<file path="src/rtl/mesi_snoop.sv">
// Snooping side of a MESI coherence controller: applies peer bus messages to a
// per-line state table. Optional MESI_SNOOP_HITCNT_EN adds a saturating hit counter.
module mesi_snoop #(
    parameter int unsigned LINES = 4,
    parameter int unsigned IDX_W = 2,
    parameter int unsigned TAG_W = 4
) (
    input  logic             clock,
    input  logic             reset_n,
    input  logic             bus_valid,
    input  logic [1:0]       bus_msg,
    input  logic [IDX_W-1:0] bus_idx,
    input  logic [TAG_W-1:0] bus_tag,
    output logic             bus_ready,
    output logic             mem_req,
    output logic [1:0]       mem_msg,
    output logic [IDX_W-1:0] mem_idx,
    output logic [TAG_W-1:0] mem_tag,
    input  logic             mem_ack,
    output logic             snoop_done,
    output logic             snoop_hit,
    output logic [1:0]       snoop_state,
    output logic             snoop_err,
`ifdef MESI_SNOOP_HITCNT_EN
    output logic [7:0]       hit_count,
`endif
    input  logic             loc_we,
    input  logic [IDX_W-1:0] loc_idx,
    input  logic [TAG_W-1:0] loc_tag,
    input  logic [1:0]       loc_state,
    output logic             loc_ready
);

    typedef enum logic [1:0] {MESI_I = 2'b00, MESI_S = 2'b01, MESI_E = 2'b10, MESI_M = 2'b11} mesi_t;
    typedef enum logic [1:0] {MSG_NONE = 2'b00, MSG_RD = 2'b01, MSG_WR = 2'b10, MSG_INV = 2'b11} msg_t;
    typedef enum logic [1:0] {ST_IDLE, ST_LOOKUP, ST_WB, ST_RESP} fsm_t;

    fsm_t             fsm_q;
    mesi_t            st_q  [LINES];
    logic [TAG_W-1:0] tag_q [LINES];
    msg_t             cap_msg_q;
    logic [IDX_W-1:0] cap_idx_q;
    logic [TAG_W-1:0] cap_tag_q;

    logic             mem_req_q;
    logic [1:0]       mem_msg_q;
    logic [IDX_W-1:0] mem_idx_q;
    logic [TAG_W-1:0] mem_tag_q;
    logic             snoop_done_q;
    logic             snoop_hit_q;
    mesi_t            snoop_state_q;
    logic             snoop_err_q;
`ifdef MESI_SNOOP_HITCNT_EN
    logic [7:0]       hit_cnt_q;
    assign hit_count = hit_cnt_q;
`endif

    mesi_t cur_st;
    logic  tag_eq;
    logic  lk_hit_d;
    logic  lk_wb_d;
    logic  lk_err_d;
    mesi_t lk_state_d;

    assign cur_st = st_q[cap_idx_q];
    assign tag_eq = (tag_q[cap_idx_q] == cap_tag_q);

    always_comb begin
        lk_hit_d   = tag_eq && (cur_st != MESI_I);
        lk_wb_d    = 1'b0;
        lk_err_d   = 1'b0;
        lk_state_d = tag_eq ? cur_st : MESI_I;
        if (lk_hit_d) begin
            case (cap_msg_q)
                MSG_RD: begin
                    lk_state_d = MESI_S;
                    lk_wb_d    = (cur_st == MESI_M);
                end
                MSG_WR: begin
                    lk_state_d = MESI_I;
                    lk_wb_d    = (cur_st == MESI_M);
                end
                MSG_INV: begin
                    lk_state_d = MESI_I;
                    lk_err_d   = (cur_st == MESI_E) || (cur_st == MESI_M);
                end
                default: ;
            endcase
        end
    end

    assign bus_ready   = (fsm_q == ST_IDLE);
    assign loc_ready   = (fsm_q == ST_IDLE);
    assign mem_req     = mem_req_q;
    assign mem_msg     = mem_msg_q;
    assign mem_idx     = mem_idx_q;
    assign mem_tag     = mem_tag_q;
    assign snoop_done  = snoop_done_q;
    assign snoop_hit   = snoop_hit_q;
    assign snoop_state = snoop_state_q;
    assign snoop_err   = snoop_err_q;

    always_ff @(posedge clock or negedge reset_n) begin
        if (!reset_n) begin
            fsm_q         <= ST_IDLE;
            cap_msg_q     <= MSG_NONE;
            cap_idx_q     <= '0;
            cap_tag_q     <= '0;
            mem_req_q     <= 1'b0;
            mem_msg_q     <= '0;
            mem_idx_q     <= '0;
            mem_tag_q     <= '0;
            snoop_done_q  <= 1'b0;
            snoop_hit_q   <= 1'b0;
            snoop_state_q <= MESI_I;
            snoop_err_q   <= 1'b0;
            for (int unsigned i = 0; i < LINES; i++) begin
                st_q[i]  <= MESI_I;
                tag_q[i] <= '0;
            end
`ifdef MESI_SNOOP_HITCNT_EN
            hit_cnt_q     <= '0;
`endif
        end else begin
            case (fsm_q)
                ST_IDLE: begin
                    if (loc_we) begin
                        st_q[loc_idx]  <= mesi_t'(loc_state);
                        tag_q[loc_idx] <= loc_tag;
                    end
                    if (bus_valid && (bus_msg != MSG_NONE)) begin
                        cap_msg_q <= msg_t'(bus_msg);
                        cap_idx_q <= bus_idx;
                        cap_tag_q <= bus_tag;
                        fsm_q     <= ST_LOOKUP;
                    end
                end
                ST_LOOKUP: begin
                    // Result is latched now; on a write-back it waits until the ack edge to be flagged done.
                    snoop_hit_q   <= lk_hit_d;
                    snoop_state_q <= lk_state_d;
                    snoop_err_q   <= lk_err_d;
                    if (lk_wb_d) begin
                        mem_req_q <= 1'b1;
                        mem_msg_q <= 2'b01;
                        mem_idx_q <= cap_idx_q;
                        mem_tag_q <= cap_tag_q;
                        fsm_q     <= ST_WB;
                    end else begin
                        snoop_done_q <= 1'b1;
                        fsm_q        <= ST_RESP;
                    end
                end
                ST_WB: begin
                    if (mem_ack) begin
                        mem_req_q    <= 1'b0;
                        mem_msg_q    <= '0;
                        snoop_done_q <= 1'b1;
                        fsm_q        <= ST_RESP;
                    end
                end
                ST_RESP: begin
                    snoop_done_q <= 1'b0;
                    if (snoop_hit_q) begin
                        st_q[cap_idx_q] <= snoop_state_q;
                    end
`ifdef MESI_SNOOP_HITCNT_EN
                    if (snoop_hit_q && (hit_cnt_q != 8'hFF)) begin
                        hit_cnt_q <= hit_cnt_q + 8'd1;
                    end
`endif
                    fsm_q <= ST_IDLE;
                end
                default: fsm_q <= ST_IDLE;
            endcase
        end
    end

endmodule
</file>
<file path="config.mk">
export PLATFORM = sky130hd
export DESIGN_NAME = mesi_snoop
export DESIGN_NICKNAME = d
export VERILOG_FILES = /design/src/rtl/mesi_snoop.sv
export SDC_FILE = /design/constraint.sdc
export NUM_CORES = 1
export LEC_CHECK = 0
export ABC_AREA = 1
export CORE_ASPECT_RATIO = 1.75
export CORE_UTILIZATION = 51
export CTS_BUF_LIST = sky130_fd_sc_hd__clkbuf_4
export DETAILED_ROUTE_END_ITERATION = 16
export PLACE_DENSITY = 0.76
export SYNTH_ARGS = -nofsm -noshare
export SYNTH_HDL_FRONTEND = slang
export SYNTH_SLANG_ARGS = --single-unit
</file>
<file path="constraint.sdc">
create_clock -name clock -period 1.8 [get_ports clock]
set_input_delay 0.36 -clock clock [delete_from_list [all_inputs] [get_ports clock]]
set_output_delay 0.36 -clock clock [all_outputs]
set_load 0.01 [all_outputs]
</file>
; ---- Word level (Yosys, flattened, before mapping)
; Cells that the tools add are included.
[totals]
reg_bits = 48
inputBits = 21
output_inout_bits = 16
elab_cells = 99
[op_classes]
n_lt_le_gt_ge = 4
n_eq_ne = 15
muxes = 38
bitwise_logic = 2
n_reduce_logical = 20
[ops]
columns = operator, count
row1 = $mux W2, 10
row2 = $bwmux W16, 1
row3 = $bwmux W8, 2
row4 = $mux W8, 2
row5 = $pmux W8 S2, 1
row6 = $eq A2 B2 Y1 const B, 6
row7 = $mux W4, 3
row8 = $mux W1, 9
row9 = $reduce_and A3 Y1, 3
row10 = $bmux W4 S2, 1
row11 = $demux W2 S2, 2
row12 = $demux W4 S2, 1
row13 = $ne A2 B2 Y1 const B, 4
row14 = $pmux W2 S2, 2
row15 = $pmux W2 S4, 1
row16 = $reduce_and A2 Y1, 4
row17 = $reduce_bool A2 Y1, 4
row18 = $ge A3 B3 Y1 const B, 2
row19 = $lt A3 B1 Y1 const B, 2
row20 = $not A2 Y3, 2
row21 = $bmux W2 S2, 1
row22 = $eq A2 B1 Y1 const B, 2
row23 = $eq A4 B4 Y1, 1
row24 = $logic_and A1 B1 Y1, 4
row25 = other kinds (7), 9

; ---- Depth between registers and ports, before layout
; Gate-level depths: netlist of the first run.
[depth]
ltp_word = 9
depth_mapped = 14
depth_no_buf = 13

; ---- Least setup slack after synthesis of the first run
; OpenSTA, ideal clock, no wires.
[synth_path]
path_kind = reg-to-reg
from = reg fsm_q[0]
to = reg st_q[2] (netlist name)
setup_time_ns = 0.125
arrival_ns = 1.739
t_required_ns = 1.675
setup_slack_ns = -0.064
stages_incl_launch_ff = 9
n_path_buf = 1
period_less_slack_ns = 1.864
path_cell_list = dfrtp_1 ha_1 clkbuf_2 inv_1 nor2_1 nor3_2 inv_1 a211oi_2 mux2_2
[synth_between]
elab_chain_cells = 3
elab_cells_between_ends = 7
classes_between = 3 x eq/ne / 1 x mux / 3 x reduce/logical
[synth_lines]
columns = element, line
row1 = from (decl), 38  ; fsm_t fsm_q;
row2 = from (signal assigned), 105  ; fsm_q <= ST_IDLE;
row3 = from (signal assigned), 135  ; fsm_q <= ST_LOOKUP;
row4 = from (signal assigned), 148  ; fsm_q <= ST_WB;
row5 = $eq A2 B2 Y1 or $logic_not A2 Y1 (tied branches), 125  ; case (fsm_q)
row6 = "$ne A2 B2 Y1 (no line), or another cell as far along", --
row7 = $reduce_and A3 Y1 (no line), --
row8 = "to (signal, indexed assignment)", 128  ; st_q[loc_idx] <= mesi_t'(loc_state);
row9 = "to (signal, indexed assignment)", 165  ; st_q[cap_idx_q] <= snoop_state_q;
row10 = to (decl), 39  ; mesi_t st_q [LINES];
; Several ways; a longest one is shown, not always the timed one.
; A chain may end at the register's enable or synchronous reset.

; ---- Final worst setup path of the first run
[layout_path]
from = reg cap_idx_q[0]
to = reg mem_idx_q[1] (netlist: mem_idx[1])
[layout_between]
elab_chain_cells = 8
elab_cells_between_ends = 14
classes_between = 2 x eq/ne / 8 x mux / 1 x bitwise / 3 x reduce/logical
[layout_lines]
columns = element, line
row1 = from (decl), 42  ; logic [IDX_W-1:0] cap_idx_q;
row2 = from (signal assigned), 133  ; cap_idx_q <= bus_idx;
row3 = $not A2 Y3 (not written as such) *, "65, 66"
row4 = $bmux W2 S2 or $bmux W4 S2 (tied branches), "65, 66"
row5 = $mux W2 (not written as such) or $mux W4 (tied branches) (2 in a row), "65, 66"
row6 = "$eq A2 B2 Y1, or another cell as far along", "77, 81"
row7 = $mux W1 or $logic_and A1 B1 Y1 (tied branches), --
row8 = $mux W1 *, 73  ; if (lk_hit_d) begin
row9 = $reduce_and A2 Y1 (no line) *, --
row10 = to (signal assigned), 146  ; mem_idx_q <= cap_idx_q;
row11 = to (decl), 47  ; logic [IDX_W-1:0] mem_idx_q;
; Every way passes the cells marked *; elsewhere a longest branch is shown, timed or not. The select of a mux whose other input is x is not followed.

==> out/metrics.json, run 1 <==
{
  "clock_tree": {
    "cts-buffers-inserted": 5,
    "clkLatencyLatePin_ns": 0.36,
    "cts_root_buffer_type": "sky130_fd_sc_hd__clkbuf_4",
    "clock_tree_from_tritoncts": "yes",
    "bufs_on_longest_clock_path": 2,
    "clk_pin_slew_worst_paths_ns": 0.14,
    "numClockSinks": 46,
    "cts-htree-levels": 2
  },
  "synth": {
    "synth.cell_area_sq_mm": 0.00251,
    "seq_area_frac_synth_pct": 45.9,
    "synth_fp_nets": 332,
    "synth.avg_cell_area_sq_um": 8.25,
    "synth-warning-count": 0,
    "asyncSetResetFlopFracSynth_pct": 100,
    "most_frequently_used_flop_master_after_synthesis": "sky130_fd_sc_hd__dfrtp_1",
    "edff_count_synth": 0,
    "count_of_different_cell_masters_after_synthesis": 30,
    "synth.ff_latch_count": 46,
    "postSynthCellCount": 304
  },
  "global_route": {
    "grt.total_usage_pct": 24.0,
    "vias_in_the_first_global_route": 2081,
    "maximum_number_of_pins_on_one_net_before_global_route_repair": 26,
    "grt_overflow_total": 0,
    "global_route_wire_length_before_repair_um": 9030,
    "grt_antenna_before_repair": 0
  },
  "setup_path": {
    "critical_path.max_fanout": 8,
    "startpoint_type": "flip-flop",
    "r2r.worst_path.cells": 12,
    "cp_data_arrival_time_ns": 2.01,
    "path_class": "flip-flop to flip-flop",
    "crit_path_end_kind": "flip-flop",
    "critPathRequiredTime_ns": 2.08
  },
  "finish": {
    "final.fill_count": 382,
    "drive_gt1_share_pct": 25.2,
    "n_antenna_cell": 0,
    "flow.area_growth_from_synthesis_pct": 28.9,
    "multi_input_gate_area_in_the_final_layout_sq_mm": 0.00125,
    "utilization_pct": 68.7,
    "final_cell_area_sq_mm": 0.00323,
    "final_nets": 388,
    "area.sequential_sq_mm": 0.00115
  },
  "placement": {
    "postPlaceCellArea_sq_mm": 0.00299,
    "pre_cts_slack_ns": -0.160,
    "io_buffers": 35,
    "routabilityCongestion": 0.899,
    "detailed_place_hpwl_um": 4070
  },
  "sta": {
    "final_critical_path_setup_slack_ns": 0.0624,
    "layout_min_cycle_time_ns": 1.74,
    "finClkSkew_ns": 0.0176,
    "hold_ws_ns": 0.474,
    "fin_crit_sh_pct": 96.5,
    "grt_setup_unrepaired": "true",
    "hold_viol": 0,
    "timing_max_transition_violations_final": 0,
    "timing.final.setup_violations": 0,
    "clock.fmax_mhz": 576
  },
  "drt": {
    "totalWireLength_um": 5420,
    "dr_total_vias": 2109,
    "drt_iter0_markers": 32,
    "number_of_nets_with_antenna_violations_after_routing": 0,
    "avgRoutedWirePerCell_um": 13.1,
    "drc": 0,
    "viasPerCell": 5.11,
    "pre_antenna_drt_iters": 4
  },
  "worst_hold_path": {
    "timing.hold.worst.class": "input port to asynchronous set/reset pin"
  },
  "status": {
    "run_status": "completed"
  },
  "floorplan": {
    "placementRows": 33,
    "die_w_um": 55.0,
    "die_h_um": 94.8,
    "area_of_the_placeable_core_sq_mm": 0.00471,
    "top_level_ports": 37,
    "fp.dieArea_sq_mm": 0.00521,
    "initial_utilization_pct": 53.3
  },
  "flow_run": {
    "drv.max_cap_violation_count": 0
  },
  "pwr": {
    "p_leak_uw": 0.00159,
    "vdd_drop_max_mv": 1.21,
    "total_power_uw": 4760,
    "power_density_mw_per_mm2": 1470
  }
}
synth_stat cells (2+ instances only):
cell type | count | area, sq um
sky130_fd_sc_hd__nand2_1 | 97 | 364
sky130_fd_sc_hd__dfrtp_1 | 46 | 1150
sky130_fd_sc_hd__inv_1 | 30 | 113
sky130_fd_sc_hd__nor2_1 | 24 | 90.1
sky130_fd_sc_hd__o21ai_0 | 16 | 80.1
sky130_fd_sc_hd__a21oi_1 | 12 | 60.1
sky130_fd_sc_hd__nand2_2 | 11 | 68.8
sky130_fd_sc_hd__o22ai_1 | 9 | 56.3
sky130_fd_sc_hd__mux2_2 | 8 | 90.1
sky130_fd_sc_hd__ha_1 | 7 | 87.6
sky130_fd_sc_hd__nand3_1 | 7 | 35.0
sky130_fd_sc_hd__o21ai_2 | 6 | 52.6
sky130_fd_sc_hd__buf_6 | 4 | 45.0
sky130_fd_sc_hd__nor2_2 | 4 | 25.0
sky130_fd_sc_hd__buf_4 | 3 | 22.5
sky130_fd_sc_hd__o21a_1 | 3 | 22.5
sky130_fd_sc_hd__a211oi_2 | 2 | 25.0
sky130_fd_sc_hd__clkbuf_1 | 2 | 7.51
sky130_fd_sc_hd__nor2_4 | 2 | 22.5
routing by layer:
layer	vias up	part of all wire [%]	global-route usage [%]
met5	-	0	0
met4	0	2.3	10.0
met3	12	3.3	3.54
met2	43	54	41.9
met1	977	40	27.9
li1	1077	-	-
report_power, final:
group	switching [uW]	internal [uW]
clock network	332	170
logic	1410	1150
registers	280	1420
total	2020	2740
critical path, cell delays in order, from the launching register on:
cell and delay, ns:
sky130_fd_sc_hd__dfrtp_2 0.50, sky130_fd_sc_hd__buf_6 0.17, sky130_fd_sc_hd__nand2_2 0.04, sky130_fd_sc_hd__nand2_1 0.05, sky130_fd_sc_hd__nand2_1 0.07, sky130_fd_sc_hd__nand2_1 0.06, sky130_fd_sc_hd__nand2_1 0.07, sky130_fd_sc_hd__nand2_2 0.07
sky130_fd_sc_hd__nor2_4 0.14, sky130_fd_sc_hd__nand4_4 0.17, sky130_fd_sc_hd__buf_12 0.19, sky130_fd_sc_hd__nand2_2 0.05, sky130_fd_sc_hd__o21ai_2 0.05
final timing paths:
path,end,startpoint,slack [ns]
worst min register to register,snoop_err,snoop_err,0.50
max in group asynchronous,fsm_q[0],reset_n,0.80
worst max register to register,mem_idx[1],cap_idx_q[0],0.06
worst max-delay path,mem_idx[1],cap_idx_q[0],0.06
min in group clock,snoop_err,snoop_err,0.50
worst min-delay path,cap_tag_q[2],reset_n,0.47
kinds of logic after synthesis:
| kind of cell | share of synthesized area [%] |
|---|---|
| compound gates | 12.3 |
| fa+ha+maj | 3.49 |
| buf+inv | 8.08 |
| flops | 45.9 |
| mux | 3.99 |
| other cells | 0.150 |
| simple gates | 26.0 |
placed cells by master (no fill, tap or decap), drive strengths merged:
master,instances
nand2,108
dfrtp,46
clkdlybuf4s15,1
o211ai,1
clkinv,1
mux2,8
clkbuf,8
nand3,8
conb,1
buf,23
nor3,1
nor2,30
nand4,1
dlygate4sd3,1
clkdlybuf4s50,32
ha,7
or2,1
o21ai,23
o21a,3
a211oi,2
a21oi,12
mux2i,1
inv,33
o22ai,9
sequential cells by signal, indices dropped and copies added (netlist names):
| signal | count |
|---|---|
| cap_idx_q | 2 |
| cap_msg_q | 2 |
| cap_tag_q | 4 |
| fsm_q | 2 |
| mem_idx | 2 |
| mem_msg | 1 |
| mem_tag | 4 |
| snoop_done | 1 |
| snoop_err | 1 |
| snoop_hit | 1 |
| snoop_state | 2 |
| st_q | 8 |
| tag_q | 16 |
cell type report:
type,instances,share of cell area (%)
clock buffers,6,1.39
clock inverters,2,0.387
inverters,32,4.02
multi-input cells,216,38.7
flip-flops and latches,46,35.7
well taps,52,2.01
repair buffers,59,17.8
through the flow:
step                      setup TNS (ns)  cells
after global routing              -0.216    413
after detailed placement          -0.644    397
final                                  0    413
after floorplan                        0    304
after CTS                        -0.0324    413
after global placement            -0.447    397
repair_timing:
item,4_1_cts,5_1_grt
hold endpoints to repair,21,0
hold buffers,1,0
gates cloned,0,1
pin swaps,3,10
setup buffers,7,1
setup endpoints to repair,12,20
resized for setup,12,26
(Power assumes the default switching activity.)
==> run 2, diff against run 1 <==
Settings changed: CAP_MARGIN set to 25, SLEW_MARGIN set to 20.
==> results of run 2 <==
The final DEF is identical to that of run 1; final timing and power are the same.
